**src/rtl/rgb_stream_framer.sv**
```systemverilog
// Buffers the converter's free-running RGB stream in a FWFT FIFO and presents
// it on a valid/ready port, tagged with start-of-frame / end-of-line / end-of-frame.
module rgb_stream_framer #(
  parameter int WIDTH      = 256,
  parameter int HEIGHT     = 256,
  parameter int FIFO_DEPTH = 16
) (
  input  logic                              clk,
  input  logic                              rst,
  input  logic [7:0]                        pix_r,
  input  logic [7:0]                        pix_g,
  input  logic [7:0]                        pix_b,
  input  logic                              pix_valid,
  output logic [23:0]                       out_data,
  output logic                              out_valid,
  input  logic                              out_ready,
  output logic                              out_sof,
  output logic                              out_eol,
  output logic                              out_eof,
  output logic                              frame_done,
  output logic                              overflow,
  input  logic                              clr_overflow,
  output logic [$clog2(FIFO_DEPTH+1)-1:0]   fifo_level
);

  localparam int PTR_W = $clog2(FIFO_DEPTH);
  localparam int LVL_W = $clog2(FIFO_DEPTH + 1);
  localparam int X_W   = $clog2(WIDTH);
  localparam int Y_W   = $clog2(HEIGHT);

  typedef enum logic {
    IDLE,
    ACTIVE
  } frame_state_e;

  logic [23:0]      mem_q [FIFO_DEPTH];
  logic [PTR_W-1:0] wr_ptr_q, wr_ptr_d;
  logic [PTR_W-1:0] rd_ptr_q, rd_ptr_d;
  logic [LVL_W-1:0] level_q, level_d;
  logic [X_W-1:0]   x_q, x_d;
  logic [Y_W-1:0]   y_q, y_d;
  logic             frame_done_q, frame_done_d;
  logic             overflow_q, overflow_d;
  frame_state_e     state_q, state_d;

  logic push, pop, drop;
  logic at_eol, at_last_line;

  // A full FIFO can still take a pixel when the head leaves in the same cycle.
  always_comb begin
    pop  = (level_q != '0) && out_ready;
    push = pix_valid && ((level_q < LVL_W'(FIFO_DEPTH)) || pop);
    drop = pix_valid && !push;
  end

  always_comb begin
    at_eol       = (x_q == X_W'(WIDTH - 1));
    at_last_line = (y_q == Y_W'(HEIGHT - 1));
    out_valid    = (level_q != '0);
    out_data     = out_valid ? mem_q[rd_ptr_q] : 24'h0;
    out_sof      = out_valid && (x_q == '0) && (y_q == '0);
    out_eol      = out_valid && at_eol;
    out_eof      = out_valid && at_eol && at_last_line;
    frame_done   = frame_done_q;
    overflow     = overflow_q;
    fifo_level   = level_q;
  end

  always_comb begin
    wr_ptr_d     = wr_ptr_q;
    rd_ptr_d     = rd_ptr_q;
    level_d      = level_q;
    x_d          = x_q;
    y_d          = y_q;
    frame_done_d = pop && out_eof;
    overflow_d   = overflow_q;

    if (push) wr_ptr_d = wr_ptr_q + PTR_W'(1);
    if (pop)  rd_ptr_d = rd_ptr_q + PTR_W'(1);

    if (push && !pop)      level_d = level_q + LVL_W'(1);
    else if (pop && !push) level_d = level_q - LVL_W'(1);

    // Raster position belongs to the head pixel, so it only moves on a pop.
    if (pop) begin
      if (at_eol) begin
        x_d = '0;
        y_d = at_last_line ? '0 : y_q + Y_W'(1);
      end else begin
        x_d = x_q + X_W'(1);
      end
    end

    if (drop)              overflow_d = 1'b1;
    else if (clr_overflow) overflow_d = 1'b0;
  end

  always_comb begin
    state_d = state_q;
    case (state_q)
      IDLE:    if (pop && out_sof) state_d = ACTIVE;
      ACTIVE:  if (pop && out_eof) state_d = IDLE;
      default: state_d = IDLE;
    endcase
  end

  always_ff @(posedge clk) begin
    if (push) mem_q[wr_ptr_q] <= {pix_r, pix_g, pix_b};
  end

  always_ff @(posedge clk or negedge rst) begin
    if (!rst) begin
      wr_ptr_q     <= '0;
      rd_ptr_q     <= '0;
      level_q      <= '0;
      x_q          <= '0;
      y_q          <= '0;
      frame_done_q <= 1'b0;
      overflow_q   <= 1'b0;
      state_q      <= IDLE;
    end else begin
      wr_ptr_q     <= wr_ptr_d;
      rd_ptr_q     <= rd_ptr_d;
      level_q      <= level_d;
      x_q          <= x_d;
      y_q          <= y_d;
      frame_done_q <= frame_done_d;
      overflow_q   <= overflow_d;
      state_q      <= state_d;
    end
  end

endmodule
```
**config.mk**
```make
export PLATFORM = sky130hd
export DESIGN_NAME = rgb_stream_framer
export DESIGN_NICKNAME = d
export VERILOG_FILES = /design/src/rtl/rgb_stream_framer.sv
export SDC_FILE = /design/constraint.sdc
export NUM_CORES = 1
export LEC_CHECK = 0
export ABC_AREA = 0
export CORE_ASPECT_RATIO = 1.2
export CORE_UTILIZATION = 50
export DETAILED_ROUTE_END_ITERATION = 10
export GPL_TIMING_DRIVEN = 0
export PLACE_DENSITY = 0.67
export REMOVE_ABC_BUFFERS = 1
export SYNTH_ARGS = -nofsm -noshare
export SYNTH_HDL_FRONTEND = slang
export SYNTH_SLANG_ARGS = --single-unit
```
**constraint.sdc**
```tcl
create_clock -name clk -period 4.15 [get_ports clk]
set_input_delay 1.0375 -clock clk [delete_from_list [all_inputs] [get_ports clk]]
set_output_delay 1.0375 -clock clk [all_outputs]
set_load 0.02 [all_outputs]
```
# Yosys cells after proc, flatten, opt, wreduce, memory -nomap -nowiden
# Memory sizes are Yosys's and may differ from the RTL's.
# Cells that the tools add are included.
# word_totals
ramBits	384
output_inout_bits	35
reg_bits	31
word_cells	45
inputBits	29
n_memories	1
# memory_table
memory	depth	width	read_ports	rd_ports_with_merged_regs	write_ports	line_no	rtl
mem_q	16	24	1	0	1	36	logic [23:0] mem_q [FIFO_DEPTH];
# classes
reduce_logical	19
magnitude_cmp	1
n_eq_ne	2
n_mux	9
add_sub_neg	6
# op_table
cell	count
24-bit 2-to-1 mux	1
8-bit by 1-bit adder with 8-bit output, second input constant	2
8-bit == test, second input constant	2
8-bit logical NOT	2
8-bit 2-to-1 mux	2
1-bit logical AND	10
5-bit 2-to-1 mux	2
4-bit by 1-bit adder with 4-bit output, second input constant	2
5-bit by 1-bit adder with 5-bit output, second input constant	1
5-bit less-than comparator, second input constant	1
5-bit nonzero test	1
5-bit by 1-bit subtractor with 5-bit output, second input constant	1
1-bit 2-to-1 mux	4
2-bit nonzero test	2
1-bit logical NOT	2
2-bit AND reduction	1
1-bit logical OR	1

# Logic depth before layout (Yosys ltp)
# Gate-level depths: netlist of run 1.
# logic_depth
ltp_word	8
mapped_depth	10

# Least setup slack after synthesis of run 1
# No wires, ideal clock.
# synth_path
path_type	input-to-reg
from	in out_ready
to	mem mem_q[3][0] (enable)
t_arrival_ps	3451
n_path_buf	0
path_slack_ps	264
setup_time_ps	435
stages	4
cell_sequence	inv_1 > a21boi_1 > nand2_1 > nor3_1
# synth_via
elab_chain_cells	5
# synth_lines
item	line_no	rtl
start, declared	16	input logic out_ready,
1-bit logical AND	51	pop = (level_q != '0) && out_ready;
1-bit logical OR	52	push = pix_valid && ((level_q < LVL_W'(FIFO_DEPTH)) || pop);
1-bit logical AND	52	
net push	46	logic push, pop, drop;
1-bit 2-to-1 mux	108	if (push) mem_q[wr_ptr_q] <= {pix_r, pix_g, pix_b};
1-bit 2-to-1 mux (implied by the code)	108	
end, declared	36	
# The timed path passes the listed nets, and every way through them passes these cells.

# Worst setup path after layout of run 1
# layout_path
from	reg level_q[4], in the netlist fifo_level[4]
to	out out_data[0]
# layout_via
elab_chain_cells	2
# layout_lines
item	line_no	rtl
start, declared	39	logic [LVL_W-1:0] level_q, level_d;
start signal, assigned	124	level_q <= level_d;
5-bit nonzero test	59	out_valid = (level_q != '0);
24-bit 2-to-1 mux	60	out_data = out_valid ? mem_q[rd_ptr_q] : 24'h0;
end, declared	14	output logic [23:0] out_data,
# No other way between the ends.

==> results of run 1 <==
## worst max-delay path: cells and delay by family, from the launching register on
family                 cells  cell delay (ns)
AO/OA/AOI/OAI              1             0.31
buffers and inverters      3             0.85
flip-flops                 1             0.47
AND/OR/NAND/NOR            3             0.86
## path summary, 6_finish.rpt
check	startpoint	to	slack [ns]
max	fifo_level[4]	out_data[0]	0.09
min	overflow	overflow	0.50
max reg2reg	fifo_level[4]	fifo_level[4]	0.91
min reg2reg	overflow	overflow	0.50
max in group asynchronous	rst	rd_ptr_q[0]	3.04
min in group asynchronous	rst	y_q[6]	0.57
## metal layers
metal  up-vias  GRT usage
met5         -          0
met4         2     0.0717
met3        71     0.0357
met2       313      0.391
met1      4355      0.281
li1       3491          -
## placed cells by master, fill, tap and decap left out, drive strengths merged, types with 2 or more instances in the layout
master / synthesis / layout
nand2: 23 / 23
mux2i: 24 / 24
a22o: 2 / 2
or3: 3 / 3
xnor2: 14 / 14
ha: 13 / 13
a221o: 24 / 24
dlymetal6s2s: 0 / 7
edfxtp: 384 / 384
clkbuf: 10 / 51
clkinv: 0 / 8
nand4: 11 / 11
nor4b: 2 / 2
nand2b: 2 / 2
mux4: 96 / 96
xor2: 4 / 4
clkdlybuf4s50: 0 / 39
o21ai: 9 / 9
or2: 2 / 2
nor3: 32 / 32
a21oi: 8 / 8
o2111ai: 2 / 2
nor2: 24 / 26
buf: 29 / 49
dfrtp: 31 / 31
inv: 15 / 16
nor4: 2 / 2
dlygate4sd2: 0 / 16
nand3: 6 / 6
bufinv: 0 / 4
a21o: 2 / 2
clkinvlp: 0 / 3
## through the flow
stage,util,hold WS [ns],std cells
final,0.603,0.502,1335
after global routing,0.603,0.541,1335
after CTS,0.603,0.507,1334
after detailed placement,0.556,0.490,1247
after global placement,0.536,0.481,1217
after floorplan,-,0.479,747
## sequential cells by signal, indices dropped and copies added, names as in the netlist
name and count:
mem_q 384, x_q 8, y_q 8, fifo_level 5, rd_ptr_q 4, wr_ptr_q 4
frame_done 1, overflow 1
## cells in the mapped netlist (all sizes together) (3+ instances only)
master	count
buf	29
nand4	11
nor2	24
a21oi	8
nand3	6
clkbuf	10
inv	15
a221o	24
mux4	96
ha	13
nand2	23
xnor2	14
or3	3
xor2	4
nor3	32
mux2i	24
edfxtp	384
o21ai	9
dfrtp	31
## final cells by class
type / count / area (um^2) / share of cell area
Timing Repair Buffer: 112 / 1350 / 0.0698
Tap cell: 407 / 509 / 0.0262
Multi-Input combinational cell: 319 / 3890 / 0.201
Clock inverter: 16 / 190 / 0.00980
Clock buffer: 51 / 1080 / 0.0558
Sequential cell: 415 / 12300 / 0.635
Inverter: 15 / 56.3 / 0.00290
## cell families after synthesis
family / after synthesis / synth area share
adder cells (fa/ha/maj): 14 / 0.0112
flip-flops: 415 / 0.755
multiplexers: 120 / 0.147
AO/OA/AOI/OAI: 54 / 0.0273
XOR/XNOR: 18 / 0.00967
AND/OR/NAND/NOR: 111 / 0.0340
buffers and inverters: 54 / 0.0154
## power groups by stage
stage | registers [mW] | logic [mW] | clock network (mW)
2_1_floorplan | 5.68 | 2.52 | 0
3_3_place_gp | 5.92 | 3.74 | 0
3_5_place_dp | 5.61 | 4.12 | 0
4_1_cts | 5.33 | 4.51 | 3.61
5_1_grt | 5.37 | 4.73 | 3.76
6_report | 5.34 | 4.42 | 3.56
## what timing repair did
action | in CTS | in global routing
buffers inserted | 17 | 1
gates cloned | 3 | 0
endpoints found under the setup margin | 28 | 8
gates resized for setup | 21 | 7
pin swaps | 3 | 1
==> impl_metrics.ini, run 1 <==
[floorplan]
io_pins = 64
dieArea_um2 = 33300
die_w_um = 167
start_util = 0.507
coreArea_um2 = 32200
die_h_um = 200
rows = 72

[grt]
grt_pass1_wl_um = 52700
first_global_vias = 8552
grt_antenna_before_repair = 1
grt_overflow = 0
grt_max_degree = 41
grt_usage = 0.221

[cts]
clkLatencyLatePin_ns = 0.53
cts_buffers = 40
root_buffer = clkbuf_16
cts_num_sinks = 415
cts_buffer_depth = 3
cts-htree-levels = 2
cts.clk_slew.worst_paths_ns = 0.06
cts_tree = done
postCtsHoldBufs = 0

[yosys]
synth_top_area_frac = 0.708
ys.flop_type = edfxtp_1
synth-edff-count = 384
synth_area_per_cell_um2 = 20.7
ys_seq_elements = 415
async_flop_share = 0.0747
postSynthCellCount = 786
ys_seq_area_frac = 0.755
yosysUniqueCellTypes = 46
synthTopCellsByArea = edfxtp_1 71%, mux4_2 13%, dfrtp_1 4.8%, a221o_1 1.5%, mux2i_1 1.5%
yosysWarningCount = 0
yosys.area.top_type = edfxtp_1
synth_area_um2 = 16300

[sta]
setup-violations-final = 0
skew_ns = 0.0134
period_share = 0.979
slew_headroom = 0.213
setup_slack_ns = 0.0889
hold_viol = 0
tightest_slew_ns = 1.18
finalCriticalPeriod_ns = 4.06
maxSlewViolCount = 0
rsz0062_at_grt = no
setup_tns_ns = 0
fmax_ghz = 0.246

[final_layout]
n_antenna_cell = 0
fillCellCount = 2196
final_nets = 946
final_cell_area_um2 = 19400
drive_gt1_frac = 0.252
syn_to_final_growth_pct = 19.0

[drt]
drt-met1-wl_um = 13700
wl_met3_um = 2440
dr.pass1.iters = 5
routed_wl_um = 35500
drt-initial-drc-count = 644
final_antenna_net_count = 0
route.met2.wl_um = 18500
drt-vias-per-instance = 6.17
vias = 8232
post_drt_wl_per_cell_um = 26.6
top_layer_used = met5
route.detailed.drc = 0

[power]
swShare = 0.307
seqPwrFrac = 0.401
p_int_mw = 9.23
p_comb_frac = 0.332
leakage_nw = 6.42
p_clk_frac = 0.267
p_per_area_nw_per_um2 = 686
netSwitchingPower_mw = 4.08
ir_drop_mv = 0.453
finalPower_mw = 13.3

[placed_design]
port_buffers = 63
gp_congestion = 0.747
placed_area_um2 = 17900
dp_slack_ns = -0.480
hpwl_um = 20300

[worst_setup_path]
crit_required_ns = 3.11
slowest_stage = or4_4
crit_fanout = 9
slowest_delay_ns = 0.62
crit_arrival_ns = 3.02
reg2reg_depth = 10
worstPathCellList = or4_4, nor2_4, buf_4, nor3b_4, buf_8, a221o_1, clkdlybuf4s50_1
critPathLaunchType = flip-flop
path_class = reg -> out
end_kind = output port

[min_path]
min_path_cells = 1
hp-class = reg -> reg

[job]
maxCapViolCount = 0

[outcome]
status = finished clean
(Power assumes the default switching activity.)
==> inputs of run 2 (changes only) <==
--- a/config.mk
+++ b/config.mk
@@ -8,6 +8,7 @@
 export ABC_AREA = 0
 export CORE_ASPECT_RATIO = 1.2
 export CORE_UTILIZATION = 50
+export CTS_BUF_LIST = sky130_fd_sc_hd__clkbuf_8
 export DETAILED_ROUTE_END_ITERATION = 10
 export GPL_TIMING_DRIVEN = 0
 export PLACE_DENSITY = 0.67
==> run 2 against run 1 <==
Effect of this change: design area decreased by 0.39%; flip-flop and latch count unchanged; register-to-register slack about the same; maximum frequency increased by 0.19%; critical path depth decreased by 1; non-clock buffer count decreased by 1; clock power decreased by 6.2%; sequential share of layout area increased by 0.25 points; via count increased by 1.0%; routed wire length decreased by 0.41%; critical endpoint is now out_data[5]; largest power group unchanged.
==> impl_metrics.ini, run 2 (synthesis gave the netlist of run 1 again) <==
[grt]
grt_usage = 0.220
first_global_vias = 8778
grt_pass1_wl_um = 52700
grt_overflow = 0
grt_antenna_before_repair = 1
grt_max_degree = 41

[final_layout]
top_register = mem_q
final_cell_area_um2 = 19300
largest_reg_flops = 384
fillCellCount = 2199
final_common_cell = edfxtp_1
final_nets = 966
reg.largest.list = mem_q x384, x_q x8, y_q x8
final_cells = 1371
syn_to_final_growth_pct = 18.6
drive_gt1_frac = 0.269
n_antenna_cell = 0
layout_common_cells = 384 x edfxtp_1, 96 x mux4_2, 64 x clkbuf_8

[drt]
drt-initial-drc-count = 589
routed_wl_um = 35400
route.met2.wl_um = 18300
dr.pass1.iters = 5
final_antenna_net_count = 0
wl_met3_um = 2570
route.detailed.drc = 0
post_drt_wl_per_cell_um = 25.8
drt-vias-per-instance = 6.07
drt-met1-wl_um = 13300
vias = 8317
top_layer_used = met4

[cts]
cts.clk_slew.worst_paths_ns = 0.06
cts_buffers = 61
cts_tree = done
cts_buffer_depth = 3
cts-htree-levels = 2
clkLatencyLatePin_ns = 0.61
postCtsHoldBufs = 0
root_buffer = clkbuf_8
cts_num_sinks = 415

[sta]
maxSlewViolCount = 0
tightest_slew_ns = 1.18
period_share = 0.977
slew_headroom = 0.209
rsz0062_at_grt = no
fmax_ghz = 0.247
skew_ns = 0.0208
hold_viol = 0
setup-violations-final = 0
finalCriticalPeriod_ns = 4.05

[worst_setup_path]
critPathLaunch = fifo_level[4]
slowest_delay_ns = 0.63
end_kind = output port
crit_required_ns = 3.11
r2r-start = fifo_level[4]
worstPathCellList = or4_4, nor2_4, buf_6, nor2_4, a221o_1, dlygate4sd2_1
crit_fanout = 12
critPathLaunchType = flip-flop
slowest_stage = or4_4
crit_top_cell = nor2_4
path_class = reg -> out
crit_arrival_ns = 3.02

[floorplan]
dieArea_um2 = 33300
die_w_um = 167
die_h_um = 200
coreArea_um2 = 32200
rows = 72
io_pins = 64
start_util = 0.507

[placed_design]
placed_area_um2 = 17900
port_buffers = 63
hpwl_um = 20300
gp_congestion = 0.747
dp_cells = 1247

[power]
swShare = 0.315
p_int_mw = 8.94
p_comb_frac = 0.335
leakage_nw = 6.42
p_per_area_nw_per_um2 = 675
p_clk_frac = 0.256
finalPower_mw = 13.0
seqPwrFrac = 0.409
netSwitchingPower_mw = 4.11
ir_drop_mv = 0.492

[min_path]
hp-class = in -> async

[job]
maxCapViolCount = 0

[outcome]
status = finished clean
==> run 2: layout make-up <==
cell class                      instances  area, um^2  share of cell area
Sequential cell                       415       12300               0.637
Multi-Input combinational cell        319        3890               0.201
Timing Repair Buffer                  111        1320              0.0682
Clock buffer                           64         881              0.0456
Tap cell                              407         509              0.0263
Clock inverter                         40         353              0.0183
Inverter                               15        56.3             0.00291
==> run 2: repair_timing <==
item                                    in CTS  in global routing
cloned                                       3                  0
endpoints found under the setup margin      28                  1
gates resized for setup                     29                  0
pin swaps                                    3                  1
setup buffers                               17                  0
hold endpoints to repair                     0                  0
==> run 2: worst max-delay path: cells and delay by family, from the launching register on <==
kind	cells	cell delay [ns]
AO/OA/AOI/OAI	1	0.40
buffers and inverters	2	0.54
flip-flops	1	0.48
AND/OR/NAND/NOR	3	0.99
==> run 2: power by group through the flow <==
stage | Combinational [mW] | Sequential [mW] | Clock, mW
floorplan | 2.52 | 5.68 | 0
global route | 4.67 | 5.37 | 3.57
global placement | 3.74 | 5.92 | 0
detailed placement | 4.12 | 5.61 | 0
CTS | 4.44 | 5.33 | 3.40
finish | 4.37 | 5.34 | 3.34
==> run 2: final timing paths <==
| path | endpoint | slack, ns | cells after the start |
|---|---|---|---|
| worst max-delay path | out_data[5] | 0.1 | 6 |
| worst min register to register | overflow | 0.50 | 1 |
| worst max register to register | fifo_level[4] | 0.91 | 10 |
| worst min-delay path | x_q[1] | 0.48 | 1 |
| min in group clk | overflow | 0.50 | 1 |
| max in group asynchronous | rd_ptr_q[0] | 3.15 | 1 |
==> run 2: routing by layer <==
layer | up-vias | GRT usage
met5 | - | 0
met4 | 0 | 0.0905
met2 | 330 | 0.385
li1 | 3550 | -
met3 | 93 | 0.0493
met1 | 4344 | 0.266
==> run 2: per-stage QoR <==
stage / utilization / worst slack (ns) / hold WS [ns] / TNS (ns)
2_1_floorplan: - / -1.13 / 0.479 / -27.18
3_3_place_gp: 0.536 / -3.36 / 0.481 / -599.42
3_5_place_dp: 0.556 / -0.480 / 0.490 / -8.64
4_1_cts: 0.601 / 0.0753 / 0.510 / 0
5_1_grt: 0.601 / 0.0214 / 0.510 / 0
6_report: 0.601 / 0.0965 / 0.483 / 0
==> inputs of run 3 (changes only) <==
--- a/config.mk
+++ b/config.mk
@@ -6,11 +6,14 @@
 export NUM_CORES = 1
 export LEC_CHECK = 0
 export ABC_AREA = 0
+export ABC_CLOCK_PERIOD_IN_PS = 4150
 export CORE_ASPECT_RATIO = 1.2
+export CORE_MARGIN = 2
 export CORE_UTILIZATION = 50
 export CTS_BUF_LIST = sky130_fd_sc_hd__clkbuf_8
 export DETAILED_ROUTE_END_ITERATION = 10
 export GPL_TIMING_DRIVEN = 0
+export HOLD_SLACK_MARGIN = 0.15
 export PLACE_DENSITY = 0.67
 export REMOVE_ABC_BUFFERS = 1
 export SYNTH_ARGS = -nofsm -noshare
==> run 3 against run 2 <==
Effect of this change: worst setup slack got worse by 0.018 ns; cell count grew 0.80%; flip-flop and latch count did not move; routed wire length increased by 1.8%; largest cell class unchanged; clock-buffer cell count up 6; first-iteration DRC count up 20%; power increased by 0.74%; clock skew is 0.0013 ns higher; maximum frequency shrank 0.44%; critical endpoint is now out_data[4]; sequential power is 0.7% higher; die area rose by 2.2%; register-to-register slack got worse by 0.04 ns.
==> impl_metrics.ini, run 3 (synthesis gave the netlist of run 1 again) <==
[floorplan]
start_util = 0.507
io_pins = 64
die_h_um = 202
coreArea_um2 = 32200
dieArea_um2 = 34100
rows = 72
die_w_um = 169

[final_layout]
reg.largest.list = mem_q x384, x_q x8, y_q x8
seqCellArea_um2 = 12300
utilization = 0.604
fillCellCount = 2226
final_cells = 1382
largest_reg_flops = 384
final_nets = 973
final_common_cell = edfxtp_1
multi_input_area_um2 = 3890
top_register = mem_q
drive_gt1_frac = 0.273
syn_to_final_growth_pct = 19.2
n_antenna_cell = 0
layout_common_cells = 384 x edfxtp_1, 96 x mux4_2, 70 x clkbuf_8

[grt]
grt_usage = 0.221
top_usage_layer = met2
first_global_vias = 8944
use_met2 = 0.368
grt_pass1_wl_um = 54300
grt_max_degree = 51
grt_antenna_before_repair = 0
grt_util_met1 = 0.287
grt_overflow = 0
met3_usage = 0.0411

[sta]
setup-violations-final = 0
setup_tns_ns = 0
finalCriticalPeriod_ns = 4.07
tightest_slew_ns = 1.17
skew_ns = 0.0221
setup_slack_ns = 0.0787
period_share = 0.981
hold_viol = 0
fmax_ghz = 0.246
rsz0062_at_grt = no
maxSlewViolCount = 0
slew_headroom = 0.218

[job]
maxCapViolCount = 0

[cts]
cts_buffers = 66
root_buffer = clkbuf_8
postCtsHoldBufs = 0
cts_buffer_depth = 3
cts-htree-levels = 3
clkLatencyLatePin_ns = 0.58
cts.clk_slew.worst_paths_ns = 0.06
cts_num_sinks = 415
cts_tree = done

[power]
leakage_nw = 6.48
netSwitchingPower_mw = 4.19
seqPwrFrac = 0.409
p_int_mw = 8.95
p_per_area_nw_per_um2 = 676
swShare = 0.319
p_comb_frac = 0.338
p_clk_frac = 0.252
ir_drop_mv = 0.495

[worst_setup_path]
rrSetupSlack_ns = 0.87
end_kind = output port
reg2reg_depth = 10
path_class = reg -> out
critPathLaunchType = flip-flop
crit_arrival_ns = 3.03
worstReg2RegEnd = fifo_level[4]
r2r-start = fifo_level[0]
critPathLaunch = fifo_level[0]
crit_fanout = 8
crit_required_ns = 3.11

[drt]
final_antenna_net_count = 0
dr.pass1.iters = 5
drt-vias-per-instance = 6.00
vias = 8290
drt-initial-drc-count = 705
post_drt_wl_per_cell_um = 26.1
route.detailed.drc = 0
routed_wl_um = 36000

[placed_design]
gp_congestion = 0.764
hpwl_um = 20200
dp_cells = 1248
dp_slack_ns = -0.442
port_buffers = 63

[min_path]
hp-class = in -> async

[outcome]
status = finished clean
==> run 3: changes by cell type in the layout (fill, tap and decap cells not counted), moves of 4 or more <==
cell / before / now
buf_6: 12 / 16
buf_8: 6 / 0
clkbuf_8: 64 / 70
buf_12: 15 / 19
buf_16: 3 / 7
inv_1: 25 / 33
==> run 3: worst max-delay path by stage <==
| stage | end |
|---|---|
| CTS | out_data[4] |
| floorplan | out_data[0] |
| detailed placement | out_data[14] |
| global placement | out_data[16] |
| global route | out_data[4] |
| finish | out_data[4] |
==> run 3: power by group through the flow <==
| stage | clock (mW) | sequential, mW | combinational, mW |
|---|---|---|---|
| 6_report | 3.32 | 5.38 | 4.45 |
| 5_1_grt | 3.59 | 5.42 | 4.74 |
| 4_1_cts | 3.38 | 5.37 | 4.51 |
| 3_5_place_dp | 0 | 5.65 | 4.08 |
| 3_3_place_gp | 0 | 5.92 | 3.75 |
| 2_1_floorplan | 0 | 5.68 | 2.52 |
==> run 3: repair_timing <==
action                                  CTS  global route
buffers inserted                         19             0
gates resized for setup                  26             1
endpoints found under the setup margin   28             2
pin swaps                                 3             1
gates cloned                              2             0
==> run 3: critical path, cell delays in order (launching register included) <==
cell and delay, ns:
dfrtp_1 0.46, or4_4 0.64, nor2_4 0.19, buf_4 0.22
nor2_4 0.06, buf_12 0.16, a221o_1 0.37, dlygate4sd2_1 0.35
==> run 3: through the flow <==
step	power (mW)	hold WS, ns	instance area, um^2
5_1_grt	13.8	0.544	19400
4_1_cts	13.3	0.520	19400
2_1_floorplan	8.20	0.479	16100
6_report	13.1	0.512	19400
3_5_place_dp	9.74	0.502	17900
3_3_place_gp	9.68	0.485	17200
==> run 3: area by class of cell <==
type	instances	area share
Clock inverter	43	0.0148
Timing Repair Buffer	113	0.0725
Tap cell	407	0.0262
Inverter	15	0.00290
Sequential cell	415	0.634
Multi-Input combinational cell	319	0.200
Clock buffer	70	0.0496
==> run 3: metal layers <==
metal,vias to the layer above,share of wire
met1,4270,0.38
met4,0,0.033
li1,3567,-
met5,-,0
met3,76,0.071
met2,377,0.51
